===== src/rtl/board_pkg.sv =====
// Shared geometry and scanner state encoding for the token matrix board.
// The token writer uses the same row and address types on its side of the bus.
package board_pkg;

    localparam int BOARD_ROWS   = 20;
    localparam int BOARD_COLS   = 10;
    localparam int BOARD_ADDR_W = 5;

    typedef logic [BOARD_COLS-1:0]   row_t;
    typedef logic [BOARD_ADDR_W-1:0] addr_t;

    typedef enum logic [2:0] {
        IDLE,
        RD_REQ,
        RD_CAP,
        WR,
        CLR_CHK,
        CLR,
        DONE
    } scan_state_t;

endpackage


===== src/rtl/row_clear_scan.sv =====
// Scans the board bottom-up, drops full rows, shifts survivors down and
// zero-fills the top, then reports how many lines were cleared.
module row_clear_scan
    import board_pkg::*;
#(
    parameter int ROWS   = BOARD_ROWS,
    parameter int COLS   = BOARD_COLS,
    parameter int ADDR_W = BOARD_ADDR_W
) (
    input  logic              clk,
    input  logic              reset,
    input  logic              start,
    input  logic [COLS-1:0]   bus_data_i,
    output logic [ADDR_W-1:0] address,
    output logic [COLS-1:0]   bus_data_o,
    output logic              we,
    output logic              busy,
    output logic              done,
    output logic [4:0]        lines_cleared
);

    localparam logic [ADDR_W-1:0] LAST_ROW = ADDR_W'(ROWS - 1);
    localparam logic [ADDR_W-1:0] PTR_ONE  = ADDR_W'(1);
    localparam logic [4:0]        CNT_ONE  = 5'd1;

    scan_state_t       state;
    logic [ADDR_W-1:0] rd_ptr;
    logic [ADDR_W-1:0] wr_ptr;
    logic [COLS-1:0]   row_q;
    logic [4:0]        count;
    logic [4:0]        lines_q;

    logic       row_full;
    logic [4:0] count_inc;

    assign row_full  = &bus_data_i;
    assign count_inc = count + CNT_ONE;

    // The zero-fill check is folded into the last scan transition so it
    // costs no cycle: any owed rows go straight to CLR, otherwise to DONE.
    function automatic scan_state_t after_scan(input logic [4:0] owed);
        return (owed != 5'd0) ? CLR : DONE;
    endfunction

    always_ff @(posedge clk) begin
        if (reset) begin
            state   <= IDLE;
            rd_ptr  <= LAST_ROW;
            wr_ptr  <= LAST_ROW;
            row_q   <= '0;
            count   <= '0;
            lines_q <= '0;
        end else begin
            case (state)
                IDLE: begin
                    if (start) begin
                        rd_ptr <= LAST_ROW;
                        wr_ptr <= LAST_ROW;
                        count  <= '0;
                        state  <= RD_REQ;
                    end
                end
                RD_REQ: state <= RD_CAP;
                RD_CAP: begin
                    row_q <= bus_data_i;
                    if (!row_full && (wr_ptr != rd_ptr)) begin
                        state <= WR;
                    end else begin
                        if (row_full) begin
                            count <= count_inc;
                        end else if (rd_ptr != '0) begin
                            wr_ptr <= wr_ptr - PTR_ONE;
                        end
                        if (rd_ptr == '0) begin
                            state <= after_scan(row_full ? count_inc : count);
                        end else begin
                            rd_ptr <= rd_ptr - PTR_ONE;
                            state  <= RD_REQ;
                        end
                    end
                end
                WR: begin
                    // A moving row always lands strictly below the read pointer,
                    // so wr_ptr is at least 1 here.
                    wr_ptr <= wr_ptr - PTR_ONE;
                    if (rd_ptr == '0) begin
                        state <= after_scan(count);
                    end else begin
                        rd_ptr <= rd_ptr - PTR_ONE;
                        state  <= RD_REQ;
                    end
                end
                CLR_CHK: state <= after_scan(count);
                CLR: begin
                    if (wr_ptr == '0) begin
                        state <= DONE;
                    end else begin
                        wr_ptr <= wr_ptr - PTR_ONE;
                    end
                end
                DONE: begin
                    lines_q <= count;
                    state   <= IDLE;
                end
                default: state <= IDLE;
            endcase
        end
    end

    always_comb begin
        address    = '0;
        bus_data_o = '0;
        we         = 1'b0;
        case (state)
            RD_REQ: address = rd_ptr;
            WR: begin
                address    = wr_ptr;
                bus_data_o = row_q;
                we         = 1'b1;
            end
            CLR: begin
                address = wr_ptr;
                we      = 1'b1;
            end
            default: ;
        endcase
    end

    assign busy          = (state != IDLE);
    assign done          = (state == DONE);
    assign lines_cleared = lines_q;

endmodule


===== config.mk =====
export PLATFORM = sky130hd
export DESIGN_NAME = row_clear_scan
export DESIGN_NICKNAME = d
export VERILOG_FILES = /design/src/rtl/board_pkg.sv /design/src/rtl/row_clear_scan.sv
export SDC_FILE = /design/constraint.sdc
export NUM_CORES = 1
export LEC_CHECK = 0
export BUFFER_PORTS_ARGS = -buffer_cell sky130_fd_sc_hd__buf_2
export CORE_ASPECT_RATIO = 1.2
export CORE_MARGIN = 1
export CORE_UTILIZATION = 50
export CTS_CLUSTER_DIAMETER = 150
export DETAILED_ROUTE_END_ITERATION = 7
export GPL_TIMING_DRIVEN = 0
export PLACE_DENSITY_LB_ADDON = 0.3
export RECOVER_POWER = 50
export SLEW_MARGIN = 20
export SYNTH_ARGS = -nofsm -noshare
export SYNTH_HDL_FRONTEND = slang
export SYNTH_SLANG_ARGS = --single-unit

===== constraint.sdc =====
create_clock -name clk -period 4.35 [get_ports clk]
set_input_delay 0.2175 -clock clk [delete_from_list [all_inputs] [get_ports clk]]
set_output_delay 0.2175 -clock clk [all_outputs]
set_load 0.02 [all_outputs]

==> flow_summary.json <==
{
  "antenna_left": 0,
  "clockBufferDepth": 2,
  "synthCells": 264,
  "first_pass_iters": 4,
  "layout_commonest_cell": "dfxtp_1",
  "grt_overflow": 0,
  "ir_worst_vdd_uv": 158.3,
  "path_clk_slew_ns": 0.07,
  "antennaDiodeCount": 0,
  "design_area_sq_um": 2469,
  "cts_tree": "done",
  "ios": 36,
  "synth-warning-count": 0,
  "grt_pass1_wl_um": 8562,
  "final_net_count": 325,
  "slew_violations": 0,
  "post_dp_cell_area_sq_um": 2387,
  "viasPerCell": 5.731,
  "grt.total_usage_pct": 25.09,
  "area_growth_pct": 15.11,
  "h-tree-depth": 2,
  "wl_per_cell_um": 14.40,
  "grt_use_met3_pct": 5.458,
  "r2r_slack_ns": 1.96,
  "cts_setup_buffers": 0,
  "worst_pin_slew_ns": 1.005,
  "grt_max_degree": 11,
  "async_reset_ff_share_pct": 0,
  "p_leak_nw": 1.063,
  "max_cap_violations": 0,
  "ys_ff_latch": 33,
  "fin_crit_ns": 2.386,
  "grt_setup_unrepaired": "no",
  "tns_ns": 0,
  "end_kind": "flop",
  "hold_buffers": 0,
  "cp_data_required_time_ns": 4.51,
  "grt_util_met1_pct": 30.44,
  "die-area_sq_um": 4556,
  "path_buf_inv": 2,
  "synth-edff-count": 0,
  "ys_top_cells_by_area": "dfxtp_1 31%, mux2i_1 6.1%, a21oi_1 5.6%, nand2_1 5.1%, nor2_1 4.7%",
  "syn_nets": 283,
  "dr.first_iter.drc_count": 126,
  "setup_viol": 0,
  "finalHoldViolCount": 0,
  "mostFrequentLayoutCells": "33 x dfxtp_1, 31 x buf_2, 29 x nand2_1",
  "fp-row-count": 25,
  "start_util_pct": 53.15,
  "outcome": "finished, final reports clean",
  "syn-mean-instance-area_sq_um": 8.123,
  "top_usage_layer": "met2",
  "clkLatencyLatePin_ns": 0.29,
  "yosysSeqAreaShare_pct": 30.81,
  "die_h_um": 73.74,
  "cts-root-buf": "clkbuf_8",
  "slew_headroom_pct": 32.04,
  "gp_congestion": 0.9264,
  "max_stage_delay_ns": 0.81,
  "place_hpwl_um": 3734,
  "use_met2_pct": 41.10,
  "synth_area_sq_um": 2145,
  "cp_max_fo": 6,
  "core-area_sq_um": 4035,
  "port_buffers": 35,
  "grt_pass1_vias": 1926,
  "p_per_area_nw_per_um2": 277.5,
  "antenna_found_initial": 0,
  "via_count": 2069,
  "ctsResizeCount": 0,
  "synth_top_area_share_pct": 30.81,
  "cp.arrival_ns": 2.54,
  "timing.final.crit_share_pct": 54.86,
  "worstSetupStartpointType": "flop",
  "synth_top_area_cell": "dfxtp_1",
  "finClkSkew_ns": 0.007311,
  "clock_sinks": 33,
  "fill_cells": 383,
  "critical-path-top-delay-family": "simple AND/OR/NAND/NOR gates",
  "drive_gt1_share_pct": 18.89,
  "cpMostUsedCell": "inv_1",
  "synth_cell_types": 58,
  "critPathKind": "flop to flop",
  "drc": 0,
  "path_cells": "inv_1 > ha_1 > nor4b_1 > inv_1 > o311ai_0 > nand3_1",
  "fp.dieW_um": 61.79,
  "crit_path_top_delay_cell": "nor4b_1",
  "max_freq_ghz": 0.4191,
  "worstHoldPathType": "primary input to flop",
  "synth_flop_cell": "dfxtp_1",
  "cts_buffers": 5,
  "wl_um": 5197
}
-- state kept, by name (all words and copies together), names as in the netlist --
register	count
row_q	10
state	3
wr_ptr	5
lines_cleared	5
rd_ptr	5
count	5
-- layout make-up --
class | instances | area (sq um) | area share (%)
clock inverters | 1 | 5.005 | 0.2027
plain buffers | 16 | 77.57 | 3.142
multi-input cells | 201 | 1341 | 54.33
flip-flops and latches | 33 | 660.6 | 26.76
clock buffers | 7 | 96.34 | 3.903
well taps | 54 | 67.56 | 2.737
repair buffers | 35 | 167.7 | 6.792
inverters | 14 | 52.55 | 2.129
-- power by group --
part	internal, mW	switching (mW)	leakage [nW]
Sequential	0.308	0.00561	0.267
Combinational	0.0395	0.0766	0.742
Clock	0.143	0.112	0.0542
-- cell usage after synthesis, drive strengths merged, types with 2 or more instances --
cell / n
and3: 13
or3: 4
nor3: 9
nand4: 3
o31ai: 5
inv: 14
mux2i: 13
nor4b: 3
a31oi: 3
o21ai: 7
ha: 6
buf: 7
nand2: 30
o22a: 3
a21bo: 2
or4: 5
o311ai: 2
a22oi: 2
nor2: 27
and2: 2
xnor2: 6
dfxtp: 33
nor4: 2
clkbuf: 9
nand3: 10
a21oi: 24
-- path summary, 6_finish.rpt --
check,from,end,cells past startpoint
hold / removal,bus_data_i[7],row_q[7],3
hold reg to reg,row_q[5],row_q[5],2
setup reg to reg,rd_ptr[0],state[0],6
setup / recovery,rd_ptr[0],state[0],6
-- per-stage QoR --
stage / power (mW) / hold slack [ns] / setup slack [ns] / std cells / utilization (%)
global placement: 0.4338 / 0.4373 / 2.311 / 353 / 59.16
global route: 0.7169 / 0.1867 / 1.825 / 361 / 61.18
finish: 0.6850 / 0.1743 / 1.964 / 361 / 61.18
CTS: 0.6910 / 0.1703 / 2.122 / 361 / 61.67
detailed placement: 0.4364 / 0.4455 / 2.253 / 353 / 59.16
floorplan: 0.4023 / 0.3535 / 2.455 / 264 / -
-- worst reg2reg max path: stages, from the launching register on --
cell and delay (ns):
dfxtp_1 0.37, inv_1 0.12, ha_1 0.15, nor4b_1 0.81, inv_1 0.26, o311ai_0 0.43
nand3_1 0.11
-- logic make-up after synthesis --
family	count (synthesis)	share of synthesized area (%)
buf+inv	30	6.126
fa+ha+maj	6	3.500
flops	33	30.80
xor+xnor	7	2.859
mux	13	6.067
compound gates	61	20.48
simple gates	114	30.16
-- layer usage --
metal	wire, um	part of all wire (%)
met5	0	0
met3	237	4.6
met2	2532	49
met4	157	3.0
met1	2270	44
(Power assumes the default switching activity.)
